File: config.mk
export PLATFORM = sky130hd
export DESIGN_NAME = crc32_serial_appender
export DESIGN_NICKNAME = d
export VERILOG_FILES = /design/src/rtl/crc32_serial_appender.sv
export SDC_FILE = /design/constraint.sdc
export NUM_CORES = 1
export LEC_CHECK = 0
export CORE_UTILIZATION = 57
export CTS_CLUSTER_DIAMETER = 120
export DETAILED_ROUTE_END_ITERATION = 12
export GPL_TIMING_DRIVEN = 0
export PLACE_DENSITY = 0.85
export SYNTH_ARGS = -nofsm -noshare
export SYNTH_HDL_FRONTEND = slang
export SYNTH_SLANG_ARGS = --single-unit
File: constraint.sdc
create_clock -name clk -period 4.55 [get_ports clk]
set_input_delay 0.6825 -clock clk [delete_from_list [all_inputs] [get_ports clk]]
set_output_delay 0.6825 -clock clk [all_outputs]
set_load 0.01 [all_outputs]
File: src/rtl/crc32_serial_appender.sv
// Serial CRC-32 generator: forwards frame bits one per beat, then appends the CRC LSB first.
// Optional macro CRC32_TX_FINAL_XOR_EN inverts the appended CRC and crc_value.
module crc32_serial_appender #(
  parameter logic [31:0] CRC_INIT = 32'hFFFFFFFF,
  parameter logic [31:0] CRC_POLY = 32'h81010008
) (
  input  logic        clk,
  input  logic        rst,
  input  logic        in_bit,
  input  logic        in_valid,
  input  logic        in_last,
  output logic        in_ready,
  output logic        out_bit,
  output logic        out_valid,
  output logic        out_last,
  input  logic        out_ready,
  output logic [31:0] crc_value,
  output logic        crc_done
);

  localparam int unsigned CRC_W = 32;
  localparam int unsigned CNT_W = 5;

`ifdef CRC32_TX_FINAL_XOR_EN
  localparam logic [CRC_W-1:0] FINAL_XOR = 32'hFFFFFFFF;
`else
  localparam logic [CRC_W-1:0] FINAL_XOR = 32'h00000000;
`endif

  typedef enum logic [1:0] {
    IDLE = 2'd0,
    DATA = 2'd1,
    CRC  = 2'd2
  } state_t;

  state_t             state, state_n;
  logic [CRC_W-1:0]   crc, crc_n;
  logic [CRC_W-1:0]   shift, shift_n;
  logic [CNT_W-1:0]   cnt, cnt_n;
  logic               out_bit_n, out_valid_n, out_last_n;
  logic [CRC_W-1:0]   crc_value_n;
  logic               crc_done_n;
  logic               stage_free_c;
  logic               in_accept_c;
  logic               fb_c;
  logic [CRC_W-1:0]   crc_step_c;

  // Output register can take a new beat when empty or being drained this cycle
  assign stage_free_c = !out_valid || out_ready;
  assign in_ready     = (state != CRC) && stage_free_c;
  assign in_accept_c  = in_valid && in_ready;
  assign fb_c         = crc[0] ^ in_bit;
  assign crc_step_c   = (crc >> 1) ^ (fb_c ? CRC_POLY : '0);

  // State register
  always_ff @(posedge clk or posedge rst) begin
    if (rst) begin
      state <= IDLE;
    end else begin
      state <= state_n;
    end
  end

  // Datapath and output registers
  always_ff @(posedge clk or posedge rst) begin
    if (rst) begin
      crc       <= CRC_INIT;
      shift     <= '0;
      cnt       <= '0;
      out_bit   <= 1'b0;
      out_valid <= 1'b0;
      out_last  <= 1'b0;
      crc_value <= '0;
      crc_done  <= 1'b0;
    end else begin
      crc       <= crc_n;
      shift     <= shift_n;
      cnt       <= cnt_n;
      out_bit   <= out_bit_n;
      out_valid <= out_valid_n;
      out_last  <= out_last_n;
      crc_value <= crc_value_n;
      crc_done  <= crc_done_n;
    end
  end

  // Next-state and next-output logic
  always_comb begin
    state_n     = state;
    crc_n       = crc;
    shift_n     = shift;
    cnt_n       = cnt;
    out_bit_n   = out_bit;
    out_last_n  = out_last;
    out_valid_n = out_valid && !out_ready;
    crc_value_n = crc_value;
    crc_done_n  = out_valid && out_ready && out_last;

    unique case (state)
      IDLE, DATA: begin
        if (in_accept_c) begin
          out_bit_n   = in_bit;
          out_last_n  = 1'b0;
          out_valid_n = 1'b1;
          if (in_last) begin
            state_n     = CRC;
            shift_n     = crc_step_c ^ FINAL_XOR;
            crc_value_n = crc_step_c ^ FINAL_XOR;
            cnt_n       = '0;
            crc_n       = CRC_INIT;
          end else begin
            state_n = DATA;
            crc_n   = crc_step_c;
          end
        end
      end
      CRC: begin
        if (stage_free_c) begin
          out_bit_n   = shift[0];
          out_valid_n = 1'b1;
          out_last_n  = (cnt == CNT_W'(31));
          shift_n     = shift >> 1;
          cnt_n       = cnt + CNT_W'(1);
          if (cnt == CNT_W'(31)) begin
            state_n = IDLE;
            crc_n   = CRC_INIT;
          end
        end
      end
      default: begin
        state_n = IDLE;
        crc_n   = CRC_INIT;
      end
    endcase
  end

endmodule

Word level (Yosys, flattened, before mapping)
Index checks and enable logic that the tools add are counted.
{"block": "op_classes", "add_sub_neg": 1, "reduce_logical": 15, "bitwise": 2, "mux": 28, "eq_ne": 8}
{"operator": "32-bit 2-to-1 mux", "count": 8}
{"operator": "32-bit one-hot mux with 2 select lines", "count": 2}
{"operator": "31-bit by 32-bit XOR with 32-bit output", "count": 1}
{"operator": "5-bit 2-to-1 mux", "count": 3}
{"operator": "2-bit != test (second input constant)", "count": 5}
{"operator": "5-bit one-hot mux with 2 select lines", "count": 1}
{"operator": "3-bit AND reduction", "count": 3}
{"operator": "2-bit 2-to-1 mux", "count": 4}
{"operator": "1-bit 2-to-1 mux", "count": 6}
{"operator": "1-bit one-hot mux with 2 select lines", "count": 3}
{"operator": "5-bit by 1-bit adder with 5-bit output (second input constant)", "count": 1}
{"operator": "5-bit == test (second input constant)", "count": 1}
{"operator": "1-bit logical AND", "count": 5}
{"operator": "2-bit one-hot mux with 2 select lines", "count": 1}
{"operator": "4-bit AND reduction", "count": 1}
{"operator": "2-bit by 1-bit == test with 1-bit output (second input constant)", "count": 1}
{"operator": "2-bit == test (second input constant)", "count": 1}
{"operator": "1-bit zero test", "count": 2}
{"operator": "2-bit zero test", "count": 1}
{"operator": "2-bit nonzero test", "count": 1}
{"operator": "2-bit OR reduction", "count": 1}
{"operator": "1-bit logical OR", "count": 1}
{"operator": "1-bit XOR", "count": 1}
{"block": "totals", "out_inout_bits": 37, "register_bits": 107, "elab_cells": 63}

Logic depth before layout (Yosys ltp)
{"block": "logic_depth", "word_depth": 6, "mapped_depth": 8, "depth_no_buf": 6}

Least setup slack after synthesis
OpenSTA, ideal clock, no wires.
{"block": "synth_timing", "kind": "register to output", "from": "register state[1]", "to": "output port in_ready", "path_slack_ns": 2.722, "n_path_buf": 3, "t_arrival_ns": 1.145, "path_stages_with_launch": 6, "path_cell_list": "dfrtp_1 buf_6 and2b_1 buf_6 clkbuf_1 nor2_1"}
{"block": "synth_via", "elab_chain_len": 2}
{"element": "start: declaration", "line": "36", "text": "state_t state, state_n;"}
{"element": "start signal: assignment", "line": "60", "text": "state <= state_n;"}
{"element": "2-bit != test", "line": "50", "text": "assign in_ready = (state != CRC) && stage_free_c;"}
{"element": "1-bit logical AND", "line": "50"}
{"element": "end: declaration", "line": "12", "text": "output logic in_ready,"}
Every way passes these cells.

Worst setup path in the final report
Same ends and word-level chain as after synthesis.

==> results.md <==
- Crit path from: state[1]$_DFFE_PP0P_
- Leak pwr: 2.56 nW
- Synth async-reset ratio: 1.00
- Final hold slack: 471 ps
- Hold path startpoint: crc[4]$_DFFE_PP1P_
- Area leader, netlist: dfrtp_1
- CTS Buffer Depth: 2
- Setup ws final: 1630 ps
- Worst R2R End: crc[3]$_DFFE_PP1P_
- Req. time, crit path: 3870 ps
- Share of Yosys cell area claimed by the top area cell type: 0.415
- Critical Path Start Type: flop
- Pre-antenna DRT Iters: 8
- WS Path Type: reg -> out
- Nets@finish: 529
- Compound-Gate Fraction of Synth Area: 0.142
- Post-synthesis mux area share: 0.00249
- Worst IR Drop VDD: 0.000360 V
- Initial antenna violation count: 0
- XOR/XNOR share of the synthesized area: 0.00968
- Global Route Usage Sum: 0.274
- Largest family of logic cells by synthesized area: simple AND/OR/NAND/NOR gates
- PostCTS Resize Cnt: 0
- Clock Pin Slew Worst Setup and Hold Paths: 100 ps
- Crit path max-delay family: buffers and inverters
- Syn Area/Cell: 9.69 µm²
- CP max stage cell: clkdlybuf4s50_1
- DRT iter0 DRCs: 324
- Fin Clk Skew: 9.50 ps
- Unrepaired setup endpoints after global routing: no
- GPL Wtd Cong: 0.856
- Sequential area share after synthesis: 0.601
- Layout area overhead: 17.8%
- Synth area leaders: dfrtp_1 (41%), dfstp_2 (19%), nand2_1 (7.9%), nor4_1 (4.0%), o21ai_0 (4.0%)
- Starting density of the core: 0.589
- Post-synthesis cell type count: 31
- Synthesized instance count: 467
- Drt drc: 0
- Reg2Reg Depth: 7
- Hold_buf cts: 0
- Pre-CTS WS: 1900 ps
- Hold Path Sink: crc[4]$_DFFE_PP1P_
- Number of global-route vias before repair: 3593
- First-pass GRT wire length: 17.6 mm
- Max stage delay on crit path: 560 ps
- Overall Power: 3.67 mW
- CTS Buf Count: 9
- Internal power: 2.30 mW
- Comb pwr share: 0.420
- Critical Path Sink Type: primary output
- Cell area after synthesis: 4520 µm²
- CTS tree: built
- Part of the power in registers: 0.403
- Final hold viol count: 0
- PD cells: 689 nW/µm²
- Sw Pwr: 1.37 mW
- CTS Sinks: 107
- Most common cell type on the critical path: buf_6
- Detail Placement HPWL: 7.08 mm
- Final worst path period share: 0.642
- Die H: 91.1 µm
- Post-synth EDFFs: 0
- Via count: 3663
- Total of max-cap violations: 0
- Status: completed
- Power share of the clock group: 0.177
- Root Driver: clkbuf_8
- Total core area: 7690 µm²
- Slew Viols, Final: 0
- Reg2reg setup slack: 2660 ps
- Routed wire length: 10.7 mm
- Worst-path fanout max: 10
- Antenna Nets Post-Route: 0
- Synth Flop Type: dfrtp_1
- Setup violators final: 0
- Max Freq: 0.342 GHz
- Postcts setup bufs: 0
- Register bit total from synthesis: 107
- IO buf count: 42
- Clk_lat worst skew: 360 ps
- Inserted Diodes: 0
- Switching Fraction: 0.373
- Synth Area in Adders: 0.00553
- Final Cell Area: 5330 µm²
- Worst-margin pin slew: 745 ps
- Fin crit period: 2920 ps
- CP bufs+invs: 4
- Number of core rows: 32
- Hold depth: 2
- Placed Area: 5100 µm²
- Pin count of the biggest net entering global routing: 58
- Slew headroom: 0.502
- Total grt overflow: 0
- Full die area: 8300 µm²
- Most common cell after layout, fill and taps aside: nand2_1
- Min-Delay Path Class: reg -> reg
- IO Pins: 43
- Vias per cell: 5.83
- Synth Net Count: 475
- Simple-gate area share of the yosys netlist: 0.167
- H-Tree Depth: 3
- WP data arrival: 2240 ps
- Yosys warning count: 0
- Share of layout cells above drive strength 1: 0.139
- Critical Path, Cell by Cell: buf_6 > and2b_1 > buf_6 > clkbuf_1 > nor2_1 > clkdlybuf4s50_1
- R2r startpoint: cnt[0]$_DFFE_PP0P_
- Most frequent cells in the layout: nand2_1 (95), dfrtp_1 (75), clkdlybuf4s50_1 (42)
- Die Wd: 91.1 µm
- Avg WL per Cell: 17.0 µm
==> kinds of logic (layout without fill, tap and decap cells) <==
family	after synthesis	after routing
flip-flops	107	107
AO/OA/AOI/OAI	113	113
XOR/XNOR	5	5
AND/OR/NAND/NOR	171	171
adder cells (fa/ha/maj)	2	2
buffers and inverters	68	127
multiplexers	1	1
==> per-layer routing <==
metal	share of wire	track usage
met3	0.066	0.0494
met1	0.42	0.370
met2	0.49	0.447
met5	0	0
met4	0.023	0.101
==> final cells by class <==
class,instances,area [µm²]
Clock inverter,4,72.6
Multi-Input combinational cell,292,1480
Buffer,35,203
Fill cell,572,2360
Tap cell,102,128
Clock buffer,12,155
Timing Repair Buffer,43,448
Inverter,33,126
Sequential cell,107,2720
==> per-stage QoR <==
stage           util  instances  setup TNS [ps]
6_report       0.693        628               0
3_5_place_dp   0.664        612               0
3_3_place_gp   0.660        611          -19650
5_1_grt        0.693        628               0
4_1_cts        0.693        628               0
2_1_floorplan      -        467               0
==> synth_stat cells (all sizes together), types with 2 or more instances <==
| cell type | count |
|---|---|
| a22o | 4 |
| and3 | 6 |
| a21oi | 35 |
| nand2b | 4 |
| dfrtp | 75 |
| a22oi | 3 |
| a21o | 3 |
| nor3 | 2 |
| dfstp | 32 |
| nand2 | 95 |
| buf | 20 |
| o21ai | 38 |
| a31oi | 28 |
| xnor2 | 4 |
| inv | 33 |
| nor2 | 30 |
| nor4 | 29 |
| clkbuf | 15 |
| ha | 2 |
==> sequential cells by signal (all words and copies together), names as in the netlist <==
name       flops
crc           32
crc_value     32
shift         32
cnt            5
state          2
crc_done       1
out_bit        1
out_last       1
out_valid      1
==> power groups by stage <==
| stage | clock, mW | combinational, mW | sequential [mW] |
|---|---|---|---|
| CTS | 0.659 | 1.53 | 1.48 |
| detailed placement | 0 | 1.51 | 1.49 |
| global placement | 0 | 1.46 | 1.48 |
| floorplan | 0 | 0.858 | 1.53 |
| finish | 0.650 | 1.54 | 1.48 |
| global route | 0.698 | 1.69 | 1.52 |
==> worst register-to-register path, stage by stage, from the launching register on <==
cell and delay, ps:
dfrtp_1 410, ha_1 240, and3_1 200, ha_1 200, a21o_1 190, o21ai_2 140, buf_2 290, a22oi_1 120
==> worst max path at each step <==
stage / to / cells after the start
after floorplan: cnt[0]$_DFFE_PP0P_ / 1
after global placement: crc_value[11]$_DFFE_PP0P_ / 2
after detailed placement: in_ready / 4
after CTS: in_ready / 6
after global routing: in_ready / 6
final: in_ready / 6
Power figures use the tool's default switching activity.
==> variant (config.mk and constraints unchanged) <==
Re-encode `state_t` (3 states) as one-hot, 3 bits wide.
--- a/src/rtl/crc32_serial_appender.sv
+++ b/src/rtl/crc32_serial_appender.sv
@@ -27,10 +27,10 @@
   localparam logic [CRC_W-1:0] FINAL_XOR = 32'h00000000;
 `endif
 
-  typedef enum logic [1:0] {
-    IDLE = 2'd0,
-    DATA = 2'd1,
-    CRC  = 2'd2
+  typedef enum logic [2:0] {
+    IDLE = 3'b001,
+    DATA = 3'b010,
+    CRC  = 3'b100
   } state_t;
 
   state_t             state, state_n;
Check against the original RTL: no difference found for any inputs over 4 cycles, from zero or initial values and one cycle with rst high; so few cycles prove little.
==> variant against the original RTL <==
  * Synthesized area grew 9.7%
  * Combinational power fell by 6%
  * Worst setup slack got worse by 0.29 ns
  * Final area is 7.6% higher
  * Synthesized cell count shrank 7.7%
  * Utilization fell by 0.60 points
  * Clock power is 13% lower
  * Sequential cell count rose by 1
  * Die area is 9.5% higher
  * Worst hold slack improved by 0.023 ns
  * Total power decreased by 7.6%
  * Wire length grew 0.43%
  * First-iteration DRC count fell by 22%
  * Critical path type unchanged
==> variant: results (changes against the original RTL) <==
Setup path
The endpoint of the most critical register-to-register path is shift[1]. The register-to-register setup slack came to 2.40 ns (-0.26 ns). The length in cells of the worst reg-to-reg path came to 6 (-1).

The startpoint identified for the worst register-to-register timing path is state[1].

Place
The total half-perimeter wirelength after legalization and detailed placement is 7122 um (+0.56%). The final weighted congestion of routability-driven global placement is 0.8516 (-0.56%).

Route
The met3 layer wire length in the routed design came to 577 um (-17%). The number of iterations in the first detailed-routing pass is 5 (-3). The met2 routed wirelength is 5292 um (+1.5%). The total number of vias is 3706 (+1.2%).

Synth
The area share of xor/xnor cells in the synthesized design is 0.7060% (-0.26 points). The multiplexer share of the synthesized area came to 7.564% (+7.3 points). The fraction of the mapped netlist area in adder cells is 0.5043% (-0.049 points). By count the netlist is led by sky130_fd_sc_hd__dfrtp_1 (75), sky130_fd_sc_hd__nand2_1 (67), sky130_fd_sc_hd__a31oi_1 (62). Yosys attributes the largest share of cell area to sky130_fd_sc_hd__dfrtp_1 (38%), sky130_fd_sc_hd__dfstp_2 (17%), sky130_fd_sc_hd__a31oi_1 (7.8%).

The gate count of the mapped netlist was 431 (-7.7%).

Run status
The flow ran to the end, and the final reports show no timing, DRC or antenna violations.

Timing
The setup clock skew after layout is 0.01241 ns (+0.002912 ns). The final critical-path required period was 3.212 ns (+0.2892 ns).

Hold path
The path with the worst hold slack has its endpoint at crc_value[5]. The worst hold path cell count is 1 (-1).

Global routing
The global router's overall resource usage came to 25.67% (-1.7 points). The number of global-route vias before repair was 3691 (+2.7%). The met2 capacity usage during global routing is 42.26% (-2.4 points). The met3 routing resource usage after global routing is 6.220% (+1.3 points).

Layout
The final-stage net count is 493 (-6.8%).
[variant: changes by cell type after synthesis, moves of 29 or more]
cell	delta
sky130_fd_sc_hd__a21oi_1	-32
sky130_fd_sc_hd__a31oi_1	+34
sky130_fd_sc_hd__inv_1	-29
sky130_fd_sc_hd__mux2_1	+31
sky130_fd_sc_hd__o21a_1	+32
sky130_fd_sc_hd__o21ai_0	-36
sky130_fd_sc_hd__or4_1	+32
[variant: layout make-up]
type,count,share of cell area (%)
clock inverters,6,1.069
clock buffers,10,2.226
repair buffers,43,7.813
well taps,105,2.292
flip-flops and latches,108,47.86
multi-input cells,280,34.18
plain buffers,39,4.256
inverters,4,0.3055
[variant: power by group]
group,internal (uW),switching [uW]
registers,1220,160
clock network,212,353
logic,626,820
[variant: critical path, delay by kind of cell, from the launching register on]
kind                   cells  cell delay [ns]
AND/OR/NAND/NOR            2             0.46
flip-flops                 1             0.36
buffers and inverters      4             1.34
